## config.mk

```make
export PLATFORM = sky130hd
export DESIGN_NAME = calc_engine
export DESIGN_NICKNAME = d
export VERILOG_FILES = /design/src/rtl/calc_pkg.sv /design/src/rtl/calc_alu.sv /design/src/rtl/calc_engine.sv
export SDC_FILE = /design/constraint.sdc
export NUM_CORES = 2
export LEC_CHECK = 0
export BUFFER_PORTS_ARGS = -buffer_cell sky130_fd_sc_hd__buf_2
export CORE_UTILIZATION = 30
export DETAILED_ROUTE_END_ITERATION = 16
export GPL_ROUTABILITY_DRIVEN = 0
export RECOVER_POWER = 100
export SETUP_SLACK_MARGIN = 0.15
export SYNTH_ARGS = -nofsm -noshare
export SYNTH_HDL_FRONTEND = slang
export SYNTH_SLANG_ARGS = --single-unit
```

## constraint.sdc

```tcl
create_clock -name i_clk -period 18.9 [get_ports i_clk]
set_clock_uncertainty 0.1 [all_clocks]
set_input_delay 3.78 -clock i_clk [delete_from_list [all_inputs] [get_ports i_clk]]
set_output_delay 3.78 -clock i_clk [all_outputs]
set_load 0.1 [all_outputs]
```

## src/rtl/calc_pkg.sv

```systemverilog
// Shared types and keystroke constants for the keypad calculator.
package calc_pkg;

    typedef enum logic [1:0] {
        ST_ENTRY_A,
        ST_ENTRY_B,
        ST_RESULT,
        ST_ERROR
    } state_e;

    typedef enum logic [1:0] {
        OP_NONE,
        OP_ADD,
        OP_SUB,
        OP_MUL
    } op_e;

    localparam logic [7:0] KEY_ADD = 8'h2B;
    localparam logic [7:0] KEY_SUB = 8'h2D;
    localparam logic [7:0] KEY_MUL = 8'h2A;
    localparam logic [7:0] KEY_EQ  = 8'h3D;
    localparam logic [7:0] KEY_CLR = 8'h43;
    localparam logic [7:0] KEY_BS  = 8'h08;
    localparam logic [7:0] KEY_0   = 8'h30;
    localparam logic [7:0] KEY_9   = 8'h39;

    function automatic op_e key_to_op(input logic [7:0] key);
        case (key)
            KEY_ADD: return OP_ADD;
            KEY_SUB: return OP_SUB;
            KEY_MUL: return OP_MUL;
            default: return OP_NONE;
        endcase
    endfunction

    function automatic logic [7:0] op_to_ascii(input op_e op);
        case (op)
            OP_ADD:  return KEY_ADD;
            OP_SUB:  return KEY_SUB;
            OP_MUL:  return KEY_MUL;
            default: return 8'h00;
        endcase
    endfunction

endpackage

```

## src/rtl/calc_alu.sv

```systemverilog
// Combinational two-operand ALU; evaluates at double width and flags results
// that do not fit back into WIDTH signed bits.
module calc_alu
    import calc_pkg::*;
#(
    parameter int WIDTH = 32
) (
    input  logic signed [WIDTH-1:0] i_a,
    input  logic signed [WIDTH-1:0] i_b,
    input  op_e                     i_op,
    output logic signed [WIDTH-1:0] o_result,
    output logic                    o_ovf
);

    logic signed [2*WIDTH-1:0] w_a_ext;
    logic signed [2*WIDTH-1:0] w_b_ext;
    logic signed [2*WIDTH-1:0] w_full;
    logic        [WIDTH:0]     w_top;

    assign w_a_ext = {{WIDTH{i_a[WIDTH-1]}}, i_a};
    assign w_b_ext = {{WIDTH{i_b[WIDTH-1]}}, i_b};

    always_comb begin
        w_full = w_a_ext;
        case (i_op)
            OP_ADD:  w_full = w_a_ext + w_b_ext;
            OP_SUB:  w_full = w_a_ext - w_b_ext;
            OP_MUL:  w_full = w_a_ext * w_b_ext;
            default: w_full = w_a_ext;
        endcase
    end

    // Fits in WIDTH bits only when the upper half plus the new sign bit all agree.
    assign w_top    = w_full[2*WIDTH-1:WIDTH-1];
    assign o_ovf    = !((&w_top) || (~|w_top));
    assign o_result = w_full[WIDTH-1:0];

endmodule

```

## src/rtl/calc_engine.sv

```systemverilog
// Keypad calculator engine: operand entry, accumulator, pending operator.
// Build option CALC_CHAIN_EN: an operator after a typed second operand evaluates immediately.
//
// state      | meaning
// ST_ENTRY_A | entering first operand
// ST_ENTRY_B | operator latched, entering second operand
// ST_RESULT  | showing result of '='
// ST_ERROR   | overflow, only 'C' is accepted
module calc_engine
    import calc_pkg::*;
#(
    parameter int WIDTH      = 32,
    parameter int MAX_DIGITS = 9
) (
    input  logic                    i_clk,
    input  logic                    i_rst_n,
    input  logic [7:0]              i_key_char,
    input  logic                    i_key_valid,
    output logic signed [WIDTH-1:0] o_disp_value,
    output logic                    o_disp_err,
    output logic [7:0]              o_op_pending,
    output logic                    o_result_valid
);

    localparam int             CW      = $clog2(MAX_DIGITS + 1);
    localparam logic [CW-1:0]  MAX_CNT = CW'(MAX_DIGITS);

    state_e                   r_state;
    logic signed [WIDTH-1:0]  r_acc;
    logic        [WIDTH-1:0]  r_entry;
    logic        [CW-1:0]     r_cnt;
    op_e                      r_op;

    state_e                   w_nxt_state;
    logic signed [WIDTH-1:0]  w_nxt_acc;
    logic        [WIDTH-1:0]  w_nxt_entry;
    logic        [CW-1:0]     w_nxt_cnt;
    op_e                      w_nxt_op;
    logic                     w_nxt_rv;
    logic signed [WIDTH-1:0]  w_nxt_disp;

    logic                     w_is_digit;
    logic                     w_is_op;
    logic        [3:0]        w_digit;
    logic signed [WIDTH-1:0]  w_alu_res;
    logic                     w_alu_ovf;

    assign w_is_digit = (i_key_char >= KEY_0) && (i_key_char <= KEY_9);
    assign w_is_op    = (key_to_op(i_key_char) != OP_NONE);
    assign w_digit    = i_key_char[3:0];

    calc_alu #(.WIDTH(WIDTH)) u_alu (
        .i_a      (r_acc),
        .i_b      ($signed(r_entry)),
        .i_op     (r_op),
        .o_result (w_alu_res),
        .o_ovf    (w_alu_ovf)
    );

    always_comb begin
        w_nxt_state = r_state;
        w_nxt_acc   = r_acc;
        w_nxt_entry = r_entry;
        w_nxt_cnt   = r_cnt;
        w_nxt_op    = r_op;
        w_nxt_rv    = 1'b0;
        if (i_key_valid) begin
            if (i_key_char == KEY_CLR) begin
                w_nxt_state = ST_ENTRY_A;
                w_nxt_acc   = '0;
                w_nxt_entry = '0;
                w_nxt_cnt   = '0;
                w_nxt_op    = OP_NONE;
            end else begin
                case (r_state)
                    ST_ENTRY_A, ST_ENTRY_B: begin
                        if (w_is_digit) begin
                            // A leading zero leaves the operand empty.
                            if (r_cnt < MAX_CNT && !(r_cnt == '0 && w_digit == 4'd0)) begin
                                w_nxt_entry = r_entry * WIDTH'(10) + WIDTH'(w_digit);
                                w_nxt_cnt   = r_cnt + CW'(1);
                            end
                        end else if (i_key_char == KEY_BS) begin
                            if (r_cnt != '0) begin
                                w_nxt_entry = r_entry / WIDTH'(10);
                                w_nxt_cnt   = r_cnt - CW'(1);
                            end
                        end else if (w_is_op) begin
                            if (r_state == ST_ENTRY_A) begin
                                w_nxt_acc   = $signed(r_entry);
                                w_nxt_op    = key_to_op(i_key_char);
                                w_nxt_entry = '0;
                                w_nxt_cnt   = '0;
                                w_nxt_state = ST_ENTRY_B;
                            end else if (r_cnt == '0) begin
                                w_nxt_op = key_to_op(i_key_char);
                            end else begin
`ifdef CALC_CHAIN_EN
                                w_nxt_entry = '0;
                                w_nxt_cnt   = '0;
                                if (w_alu_ovf) begin
                                    w_nxt_state = ST_ERROR;
                                    w_nxt_acc   = '0;
                                    w_nxt_op    = OP_NONE;
                                end else begin
                                    w_nxt_acc = w_alu_res;
                                    w_nxt_op  = key_to_op(i_key_char);
                                end
`endif
                            end
                        end else if (i_key_char == KEY_EQ) begin
                            if (r_state == ST_ENTRY_A) begin
                                w_nxt_acc   = $signed(r_entry);
                                w_nxt_entry = '0;
                                w_nxt_cnt   = '0;
                                w_nxt_rv    = 1'b1;
                                w_nxt_state = ST_RESULT;
                            end else if (r_cnt != '0) begin
                                w_nxt_entry = '0;
                                w_nxt_cnt   = '0;
                                w_nxt_op    = OP_NONE;
                                if (w_alu_ovf) begin
                                    w_nxt_state = ST_ERROR;
                                    w_nxt_acc   = '0;
                                end else begin
                                    w_nxt_acc   = w_alu_res;
                                    w_nxt_rv    = 1'b1;
                                    w_nxt_state = ST_RESULT;
                                end
                            end
                        end
                    end
                    ST_RESULT: begin
                        if (w_is_digit) begin
                            w_nxt_acc   = '0;
                            w_nxt_op    = OP_NONE;
                            w_nxt_entry = WIDTH'(w_digit);
                            w_nxt_cnt   = (w_digit != 4'd0) ? CW'(1) : CW'(0);
                            w_nxt_state = ST_ENTRY_A;
                        end else if (w_is_op) begin
                            w_nxt_op    = key_to_op(i_key_char);
                            w_nxt_state = ST_ENTRY_B;
                        end
                    end
                    default: ;
                endcase
            end
        end
    end

    always_comb begin
        w_nxt_disp = '0;
        if (w_nxt_state != ST_ERROR) begin
            if (w_nxt_cnt != '0)
                w_nxt_disp = $signed(w_nxt_entry);
            else if (w_nxt_state != ST_ENTRY_A)
                w_nxt_disp = w_nxt_acc;
        end
    end

    always_ff @(posedge i_clk or negedge i_rst_n) begin
        if (!i_rst_n) begin
            r_state        <= ST_ENTRY_A;
            r_acc          <= '0;
            r_entry        <= '0;
            r_cnt          <= '0;
            r_op           <= OP_NONE;
            o_disp_value   <= '0;
            o_disp_err     <= 1'b0;
            o_op_pending   <= 8'h00;
            o_result_valid <= 1'b0;
        end else begin
            r_state        <= w_nxt_state;
            r_acc          <= w_nxt_acc;
            r_entry        <= w_nxt_entry;
            r_cnt          <= w_nxt_cnt;
            r_op           <= w_nxt_op;
            o_disp_value   <= w_nxt_disp;
            o_disp_err     <= (w_nxt_state == ST_ERROR);
            o_op_pending   <= op_to_ascii(w_nxt_op);
            o_result_valid <= w_nxt_rv;
        end
    end

endmodule

```

==> summary.md <==
| Metric | Value |
|---|---|
| Outcome | `finished with violations` |
| Failing checks | `max-capacitance violations, max-slew violations` |
| Hold wc startpoint | `r_acc[30]$_DFF_PN0_` |
| Pre-CTS setup slack | `4412 ps` |
| Worst slew pin tran | `roughly 3700 ps` |
| Top delay family on crit path | `compound AO/OA/AOI/OAI gates` |
| Int Pwr | `0.003323 W` |
| Critical Path AT | `approximately 17000 ps` |
| Simple-gate area share of the yosys netlist | `18.19%` |
| CP max stage delay | `1360 ps` |
| CTS Hold Bufs | `0` |
| Launching point of the worst reg2reg path | `r_entry[27]$_DFF_PN0_` |
| Most frequent cells in the layout | `inv_1 (1229), fa_1 (1085), nand2_1 (646)` |
| Slowest stage cell, crit path | `clkbuf_1` |
| Adder-cell share of the synthesized area | `47.80%` |
| Crit path time final | `16700 ps` |
| Buf+Inv Stages, Crit Path | `2` |
| Share of cells above drive strength 1 | `~4.4%` |
| Worst hold endpoint | `r_acc[30]$_DFF_PN0_` |
| Synth Area in Compound Gates | `13.12%` |
| Post-synth ARST share | `100.0%` |
| Overall routing resource usage | `around a fifth` |
| Largest family of logic cells by synthesized area | `adder cells` |
| Final hold vios | `0` |
| Synth Flop Type | `dfrtp_1` |
| Global-route wire length before repair | `283.7 mm` |
| Post-CTS resize count | `0` |
| Post-synth EDFFs | `0` |
| Input/output buffers | `slightly below 50` |
| Synth-to-layout area growth | `5.088%` |
| Power Density | `166.4 nW/um2` |
| Fin Setup TNS | `0 ps` |
| Die X | `425.2 um` |
| Mux contribution to synthesized area | `under 10%` |
| Starting Density | `a little under a third` |
| Nets | `7555` |
| DRT Pass-1 Iters | `11` |
| Max Cap Viol | `7` |
| Hold path depth | `2` |
| Warnings from Yosys | `0` |
| Worst flop-to-flop path endpoint | `o_disp_value[0]$_DFF_PN0_` |
| Leak | `24.32 nW` |
| Worst R2R Path Depth | `37` |
| I/O pin count | `53` |
| DR vias/cell | `5.368` |
| Row Count | `around 150` |
| Post-Syn Instances | `6368` |
| CTS Buf Count | `9` |
| Register area share after synthesis | `5.076%` |
| Core box area | `~180000 um2` |
| Vias | `45593` |
| Clock sink count | `109` |
| CP startpoint kind | `register` |
| Most used cell, CP | `nor3_1` |
| Fin worst setup slack | `2204 ps` |
| ANT nets after route | `0` |
| Antenna violations before repair | `14` |
| Switching Share | `64.63%` |
| CP required | `19020 ps` |
| Crit-path max FO | `37` |
| FF+latch count, synth | `109` |
| Iter 0 DRT Violations | `4757` |
| Worst Hold Slack | `456.4 ps` |
| CTS clk-pin slew, worst paths | `90 ps` |
| Final Max Slew Viols | `between 200 and 250` |
| Worst min-delay path category | `reg2reg` |
| Netlist cell types | `between 100 and 150` |
| Gr ovfl total | `0` |
| Routed WL | `182.6 mm` |
| DIE AREA | `between 150000 and 200000 um2` |
| Post-Synthesis Mean Instance Area | `8.439 um2` |
| Clock share of power | `2.4%` |
| Fmax | `between 50 and 60 MHz` |
| Crit path capture type | `register` |
| H-tree levels | `3` |
| DRC | `0` |
| Post-DP HPWL | `between 100 and 150 mm` |
| Psw | `0.006073 W` |
| Clock tree root buffer cell | `clkbuf_16` |
| Pin count of the biggest net entering global routing | `62` |
| Number of fillers in the final layout | `18497` |
| Gate power share | `93.4%` |
| Post-CTS setup buffers | `0` |
| Vias in the first global route | `47270` |
| Class of the most critical setup path | `reg2reg` |
| Commonest non-fill, non-tap cell in the layout | `inv_1` |
| Worst ir drop on vdd | `0.6885 mV` |
| Die H | `approximately 430 um` |
| Synth Area in XOR/XNOR | `2.950%` |
| Seq pwr share | `between 4 and 5%` |
| WL per Instance | `21.50 um` |
| Clock tree from TritonCTS | `built` |
| RSZ-0062 raised after global routing | `false` |
| Final Util | `between 30% and 40%` |
| Slew headroom | `-145.9%` |
| Clk_lat worst skew | `380 ps` |
| CTS Buffer Depth | `2` |
| Setup-failing EPs final | `0` |
| Mapped Area | `53740 um2` |
| R2R setup slack | `2200 ps` |
| Tcrit/Tclk final | `roughly nine tenths` |
## cell families after synthesis
family / Yosys count
multiplexers: 45
adder cells (fa/ha/maj): 1402
AO/OA/AOI/OAI: 1038
other: 1
flip-flops: 109
buffers and inverters: 1637
AND/OR/NAND/NOR: 1955
XOR/XNOR: 181
## synth_stat cells, drive strengths merged, types with 16 or more instances
| cell | number | area, um2 |
|---|---|---|
| a2111oi | 17 | 205.2 |
| a211oi | 48 | 390.4 |
| a21boi | 21 | 157.6 |
| a21o | 41 | 315.3 |
| a21oi | 262 | 1338 |
| a221oi | 16 | 165.2 |
| a22oi | 35 | 262.8 |
| a31oi | 41 | 256.5 |
| and2 | 553 | 3467 |
| and3 | 36 | 235.2 |
| buf | 75 | 381.6 |
| clkbuf | 316 | 1186 |
| dfrtp | 109 | 2728 |
| fa | 1086 | 21740 |
| ha | 312 | 3904 |
| inv | 1232 | 4624 |
| mux2i | 24 | 240.2 |
| mux4 | 16 | 360.4 |
| nand2 | 649 | 2449 |
| nand2b | 25 | 163.9 |
| nand3 | 75 | 375.4 |
| nand4 | 29 | 181.4 |
| nor2 | 348 | 1309 |
| nor2b | 16 | 100.1 |
| nor3 | 90 | 475.5 |
| nor4 | 31 | 209.0 |
| o2111ai | 19 | 172.7 |
| o211ai | 34 | 270.3 |
| o21ai | 246 | 1254 |
| o21bai | 35 | 262.8 |
| o22ai | 24 | 162.7 |
| o31ai | 26 | 215.2 |
| or3 | 24 | 155.1 |
| xnor2 | 129 | 1130 |
| xor2 | 52 | 455.4 |
## state kept, by name (all words and copies together), names as in the netlist
name / flops
o_result_valid: 1
r_op: 1
o_disp_err: 1
r_acc: 32
o_disp_value: 32
r_state: 2
r_entry: 32
o_op_pending: 4
r_cnt: 4
## worst max-delay path by stage
stage / start / to / depth (start not counted) / slack (ps)
floorplan: r_entry[3]$_DFF_PN0_ / o_disp_value[0]$_DFF_PN0_ / 51 / 6660
global placement: r_entry[3]$_DFF_PN0_ / o_disp_value[0]$_DFF_PN0_ / 50 / 4410
detailed placement: r_entry[3]$_DFF_PN0_ / o_disp_value[23]$_DFF_PN0_ / 50 / 4410
CTS: r_entry[3]$_DFF_PN0_ / o_disp_value[23]$_DFF_PN0_ / 50 / 4180
global route: r_entry[4]$_DFF_PN0_ / o_disp_value[23]$_DFF_PN0_ / 51 / 1470
finish: r_entry[27]$_DFF_PN0_ / o_disp_value[0]$_DFF_PN0_ / 37 / 2200
## per-stage QoR
step           total power (W)  instances  instance area, um2
2_1_floorplan         0.006850       6370               53750
3_3_place_gp          0.008741       8475               56220
3_5_place_dp          0.008839       8475               56220
4_1_cts               0.009102       8491               56560
5_1_grt               0.009986       8491               56470
6_report              0.009396       8493               56470
## area by class of cell
| type | instances | area [um2] | area share [%] |
|---|---|---|---|
| multi-input cells | 4624 | 44790 | 79.31 |
| inverters | 1246 | 4677 | 8.282 |
| well taps | 2340 | 2928 | 5.185 |
| flip-flops and latches | 109 | 2758 | 4.883 |
| repair buffers | 156 | 972.2 | 1.722 |
| clock buffers | 9 | 225.2 | 0.3988 |
| clock inverters | 7 | 118.9 | 0.2105 |
| diodes | 2 | 5.005 | 0.008862 |
## power groups by stage
stage	combinational (W)	sequential, W	clock, W
2_1_floorplan	0.00644	0.000413	0
3_3_place_gp	0.00835	0.000391	0
3_5_place_dp	0.00845	0.000392	0
4_1_cts	0.00849	0.000387	0.000223
5_1_grt	0.00936	0.000394	0.000232
6_report	0.00878	0.000394	0.000223
## per-layer routing
metal	wire length (um)	global-route usage [%]
met1	72860	26.52
met2	83420	32.91
met3	16900	3.880
met4	9190	8.285
met5	226	0
## worst register-to-register path: cells and delay by family, from the launching register on
kind,cells,cell delay (ps)
compound gates,21,8530
simple gates,14,4920
buf+inv,2,2250
flops,1,750
Note: power is estimated with default switching activity, not from simulation.
